<file path="src/rtl/alu_exception_unit.sv">
// Precise-trap unit for the EX stage: turns enabled ALU faults into a flush plus
// a fetch redirect to the handler vector, records EPC/Cause/BadVAddr, and resumes on ERET.
module alu_exception_unit #(
  parameter logic [31:0] VECTOR_ADDR  = 32'h8000_0180,
  parameter int unsigned FLUSH_CYCLES = 2
) (
  input  logic        clk,
  input  logic        reset_n,
  input  logic [7:0]  ALU_status,
  input  logic [31:0] ALU_result,
  input  logic        status_valid,
  input  logic [31:0] pc_ex,
  input  logic        chk_ovf,
  input  logic        chk_addr,
  input  logic        is_store,
  input  logic        chk_div,
  input  logic        eret,
  output logic        exc_flush,
  output logic        redirect_valid,
  output logic [31:0] redirect_pc,
  output logic [31:0] epc,
  output logic [31:0] cause,
  output logic [31:0] badvaddr,
  output logic        in_handler,
  output logic        double_fault
);

  localparam logic [1:0] ST_IDLE    = 2'b00;
  localparam logic [1:0] ST_FLUSH   = 2'b01;
  localparam logic [1:0] ST_HANDLER = 2'b10;

  localparam logic [4:0] EXC_LOAD  = 5'd4;
  localparam logic [4:0] EXC_STORE = 5'd5;
  localparam logic [4:0] EXC_OVF   = 5'd12;
  localparam logic [4:0] EXC_DIV   = 5'd15;

  // Trap edge counts as the first flush cycle, so the counter starts one short.
  localparam logic [3:0] FLUSH_INIT = 4'(FLUSH_CYCLES - 1);

  function automatic logic [4:0] exc_code(input logic div_hit, input logic addr_hit,
                                          input logic store);
    logic [4:0] code;
    if (div_hit) begin
      code = EXC_DIV;
    end else if (addr_hit) begin
      code = store ? EXC_STORE : EXC_LOAD;
    end else begin
      code = EXC_OVF;
    end
    return code;
  endfunction

  logic        div_hit_s, addr_hit_s, ovf_hit_s, fault_s;
  logic        unused_status_s;
  logic [4:0]  code_s;

  logic [1:0]  state_q, state_d;
  logic [3:0]  flush_cnt_q, flush_cnt_d;
  logic        exc_flush_q, exc_flush_d;
  logic        redirect_valid_q, redirect_valid_d;
  logic [31:0] redirect_pc_q, redirect_pc_d;
  logic [31:0] epc_q, epc_d;
  logic [31:0] cause_q, cause_d;
  logic [31:0] badvaddr_q, badvaddr_d;
  logic        in_handler_q, in_handler_d;
  logic        double_fault_q, double_fault_d;

  assign div_hit_s       = chk_div  & ALU_status[2];
  assign addr_hit_s      = chk_addr & ALU_status[3];
  assign ovf_hit_s       = chk_ovf  & ALU_status[6];
  assign fault_s         = status_valid & (div_hit_s | addr_hit_s | ovf_hit_s);
  assign code_s          = exc_code(div_hit_s, addr_hit_s, is_store);
  assign unused_status_s = ^{ALU_status[7], ALU_status[5:4], ALU_status[1:0]};

  // Next-state and output computation for the trap FSM.
  always_comb begin
    state_d          = state_q;
    flush_cnt_d      = flush_cnt_q;
    exc_flush_d      = 1'b0;
    redirect_valid_d = 1'b0;
    redirect_pc_d    = redirect_pc_q;
    epc_d            = epc_q;
    cause_d          = cause_q;
    badvaddr_d       = badvaddr_q;
    in_handler_d     = in_handler_q;
    double_fault_d   = double_fault_q;
    case (state_q)
      ST_IDLE: begin
        if (fault_s) begin
          state_d          = ST_FLUSH;
          flush_cnt_d      = FLUSH_INIT;
          exc_flush_d      = 1'b1;
          redirect_valid_d = 1'b1;
          redirect_pc_d    = VECTOR_ADDR;
          epc_d            = pc_ex;
          cause_d          = {25'd0, code_s, 2'b00};
          in_handler_d     = 1'b1;
          if (!div_hit_s && addr_hit_s) begin
            badvaddr_d = ALU_result;
          end else begin
            badvaddr_d = badvaddr_q;
          end
        end else begin
          state_d = ST_IDLE;
        end
      end
      ST_FLUSH: begin
        if (flush_cnt_q == 4'd0) begin
          state_d     = ST_HANDLER;
          exc_flush_d = 1'b0;
        end else begin
          flush_cnt_d = flush_cnt_q - 4'd1;
          exc_flush_d = 1'b1;
        end
      end
      ST_HANDLER: begin
        if (eret) begin
          state_d          = ST_IDLE;
          exc_flush_d      = 1'b1;
          redirect_valid_d = 1'b1;
          redirect_pc_d    = epc_q;
          in_handler_d     = 1'b0;
        end else if (fault_s) begin
          double_fault_d = 1'b1;
        end else begin
          state_d = ST_HANDLER;
        end
      end
      default: begin
        state_d      = ST_IDLE;
        in_handler_d = 1'b0;
      end
    endcase
  end

  // State and output registers.
  always_ff @(posedge clk or negedge reset_n) begin
    if (!reset_n) begin
      state_q          <= ST_IDLE;
      flush_cnt_q      <= 4'd0;
      exc_flush_q      <= 1'b0;
      redirect_valid_q <= 1'b0;
      redirect_pc_q    <= 32'd0;
      epc_q            <= 32'd0;
      cause_q          <= 32'd0;
      badvaddr_q       <= 32'd0;
      in_handler_q     <= 1'b0;
      double_fault_q   <= 1'b0;
    end else begin
      state_q          <= state_d;
      flush_cnt_q      <= flush_cnt_d;
      exc_flush_q      <= exc_flush_d;
      redirect_valid_q <= redirect_valid_d;
      redirect_pc_q    <= redirect_pc_d;
      epc_q            <= epc_d;
      cause_q          <= cause_d;
      badvaddr_q       <= badvaddr_d;
      in_handler_q     <= in_handler_d;
      double_fault_q   <= double_fault_d;
    end
  end

  assign exc_flush      = exc_flush_q;
  assign redirect_valid = redirect_valid_q;
  assign redirect_pc    = redirect_pc_q;
  assign epc            = epc_q;
  assign cause          = cause_q;
  assign badvaddr       = badvaddr_q;
  assign in_handler     = in_handler_q;
  assign double_fault   = double_fault_q;

endmodule
</file>
<file path="config.mk">
export PLATFORM = sky130hd
export DESIGN_NAME = alu_exception_unit
export DESIGN_NICKNAME = d
export VERILOG_FILES = /design/src/rtl/alu_exception_unit.sv
export SDC_FILE = /design/constraint.sdc
export NUM_CORES = 1
export LEC_CHECK = 0
export CAP_MARGIN = 5
export CORE_MARGIN = 5
export CORE_UTILIZATION = 42
export DETAILED_ROUTE_END_ITERATION = 8
export GPL_ROUTABILITY_DRIVEN = 0
export MAX_ROUTING_LAYER = met4
export PLACE_DENSITY = 0.81
export SLEW_MARGIN = 15
export SYNTH_ARGS = -nofsm -noshare
export SYNTH_HDL_FRONTEND = slang
export SYNTH_SLANG_ARGS = --single-unit
</file>
<file path="constraint.sdc">
create_clock -name clk -period 2.2 [get_ports clk]
set_input_delay 0.22 -clock clk [delete_from_list [all_inputs] [get_ports clk]]
set_output_delay 0.22 -clock clk [all_outputs]
set_load 0.03 [all_outputs]
</file>
==> impl_metrics.toml <==
[finish]
fin_nets = 629
final_area_um2 = 6670
syn_to_final_growth_pct = 43.7
diodes = 0
drive_above_1_share_pct = 17.2

[synthesis]
synth-main-ff-cell = "dfrtp_1"
ys_seq_area_share_pct = 59.3
postSynthCellCount = 365
ys_ff_latch = 110
postSynth.asyncResetShare_pct = 100
synth_cell_types = 37
syn_avg_cell_area_um2 = 12.7
ys_warn_count = 0
synth_edf_count = 0
synth_area_um2 = 4640

[timing]
fmax_ghz = 0.496
fin_crit_ns = 2.01
finalCritPeriodShare_pct = 91.6
worst_slack_ns = 0.186
rsz0062_at_grt = "false"
maxSlewViolCount = 0
setup_viol = 0
report.final.hold_viol_count = 0
fin_skew_ns = 0.0104

[floorplanning]
dieHeight_um = 115
placementRows = 38
dieWidth_um = 115
io_pins = 212
dieArea_um2 = 13200
coreArea_um2 = 10800
initial_utilization_pct = 42.8

[drt]
drcViolationCount = 0
vias = 3322
drt_wl_total_mm = 11.2
vias_per_cell = 4.81
dr.pass1.iters = 6
drtIter0Drc = 165
ant_nets = 0
detail_route.wl_per_cell_um = 16.2

[place]
portBuffers = 178
dp_hpwl_mm = 8.65
placed_area_um2 = 6480
dp_worst_setup_slack_ns = -0.0386

[pwr]
ir_drop_uv = 865
leakagePower_nw = 2.93
internal_power_mw = 6.13
switchingPower_mw = 4.46
swShare_pct = 42.1
power.share.clock_pct = 10.3
power.total_mw = 10.6
p_seq_share_pct = 34.5
p_per_area_nw_per_um2 = 1590
pwr-share-comb_pct = 55.2

[clock_tree]
cts_resized = 0
cts_root_buffer = "clkbuf_8"
cts.sinks = 110
cts.path.max_buffers = 2
clkTransAtPathRegs_ns = 0.09
tritoncts = "yes"
cts_made_buffers = 9
clock_latency_ns = 0.37
htreeDepth = 3

[grt]
grt_max_degree = 52
antenna_found_initial = 0
grt_pass1_vias = 3508
grt-ovfl-total = 0
grt_pass1_wl_mm = 17.7
grt_use_total_pct = 17.5

[setup_path]
crit_path_start_kind = "flop"
crit_fanout = 33
worstPathArrival_ns = 2.26
regToRegStartpoint = "state_q[0]$_DFFE_PN0P_"
cp_slowest_cell = "or3b_2"
r2r_end = "badvaddr[12]$_DFFE_PN0P_"
worstPathRequired_ns = 2.45
endpoint_kind = "flop"
ff2ff_path_depth = 4
r2r_setup_slack_ns = 0.19
crit_path_max_incr_delay_ns = 0.50
critPathKind = "reg -> reg"
cp_cell_sequence = "or3b_1 > or3b_2 > buf_12 > mux2_4"

[run]
cap_violations = 0

[min_path]
hp-class = "in -> async"

[outcome]
outcome = "complete, no violations"
layout make-up:
class	count	area [µm²]
fill	867	4170
sequential	110	2750
timing repair buffer	191	1920
multi-input combinational	233	1640
tap	140	175
clock buffer	11	141
clock inverter	4	32.5
inverter	2	7.51
timing repair:
item                                   in CTS  in global routing
hold buffers                                1                  0
setup buffers                               0                  0
endpoints found under the hold margin      20                  0
state kept, by name (all words and copies together) (netlist names):
name / cells
redirect_valid: 1
flush_cnt_q: 4
double_fault: 1
redirect_pc: 32
cause: 4
state_q: 2
in_handler: 1
epc: 32
exc_flush: 1
badvaddr: 32
power groups by stage:
stage / Sequential, mW / Clock, mW / Combinational [mW]
after global routing: 3.81 / 1.21 / 6.16
after floorplan: 5.52 / 0 / 1.51
after global placement: 3.64 / 0 / 5.79
final: 3.65 / 1.09 / 5.85
after CTS: 3.67 / 1.14 / 5.92
after detailed placement: 3.71 / 0 / 5.90
metrics by stage:
step / utilization, % / setup TNS (ns) / instances / hold slack [ns]
final: 61.5 / 0 / 691 / 0.286
after global routing: 61.5 / 0 / 691 / 0.287
after CTS: 61.5 / 0 / 691 / 0.273
after detailed placement: 59.8 / -0.664 / 675 / 0.135
after global placement: 59.8 / -0.111 / 675 / 0.133
after floorplan: - / 0 / 392 / -0.0756
synthesized netlist by cell type, types with 2 or more instances:
cell,n,area (µm²)
a21oi_1,3,15.0
buf_12,3,60.1
buf_2,4,20.0
buf_4,28,210
clkbuf_1,11,41.3
dfrtp_1,110,2750
ha_1,2,25.0
inv_1,2,7.51
mux2_2,36,405
mux2_4,29,435
nand2_1,65,244
nand2b_1,2,12.5
nand3b_1,2,15.0
nor2_1,6,22.5
nor2b_1,2,12.5
nor3b_1,2,15.0
o21ai_0,36,180
o22ai_1,2,12.5
or3b_1,2,17.5
worst max-delay path: cells and delay by family, from the launching register on:
family,cells,cell delay (ns)
buf+inv,1,0.21
flops,1,0.44
simple gates,2,0.91
mux,1,0.33
metal layers:
layer,share of wire [%],global-route usage (%),vias to the layer above
met2,49,29.1,149
li1,-,-,1544
met5,0,-,-
met3,10,6.16,16
met1,39,19.8,1613
met4,1.6,5.79,0
cells in the final DEF (no fill, tap or decap), drive strengths merged, types with 2 or more instances in the layout:
cell,Yosys,layout
clkdlybuf4s50,0,177
dfrtp,110,110
nand2,65,65
mux2,65,65
o21ai,36,36
conb,1,28
buf,36,13
clkbuf,11,11
nor2,7,7
a21oi,3,3
inv,2,3
nand3b,2,2
nand2b,2,2
nor2b,2,2
nor3b,2,2
o22ai,2,2
ha,2,2
clkinvlp,0,2
or3b,2,2
worst max path at each step:
| stage | start | end | slack, ns | depth (start not counted) |
|---|---|---|---|---|
| global placement | status_valid | badvaddr[17]$_DFFE_PN0P_ | -0.007 | 5 |
| CTS | state_q[0]$_DFFE_PN0P_ | badvaddr[12]$_DFFE_PN0P_ | 0.19 | 4 |
| global route | state_q[0]$_DFFE_PN0P_ | badvaddr[12]$_DFFE_PN0P_ | 0.15 | 4 |
| finish | state_q[0]$_DFFE_PN0P_ | badvaddr[12]$_DFFE_PN0P_ | 0.19 | 4 |
| detailed placement | status_valid | badvaddr[12]$_DFFE_PN0P_ | -0.04 | 5 |
| floorplan | state_q[0]$_DFFE_PN0P_ | badvaddr[10]$_DFFE_PN0P_ | 0.24 | 6 |
kinds of logic (layout without fill, tap and decap cells):
| kind of cell | Yosys count | count (layout) | synth area share, % |
|---|---|---|---|
| multiplexers | 65 | 65 | 18.1 |
| adder cells (fa/ha/maj) | 2 | 2 | 0.539 |
| flip-flops | 110 | 110 | 59.3 |
| AO/OA/AOI/OAI | 48 | 48 | 5.74 |
| AND/OR/NAND/NOR | 90 | 90 | 8.63 |
| other | 1 | 28 | 0.0808 |
| buffers and inverters | 49 | 208 | 7.55 |
Note: power is estimated with default switching activity, not from simulation.
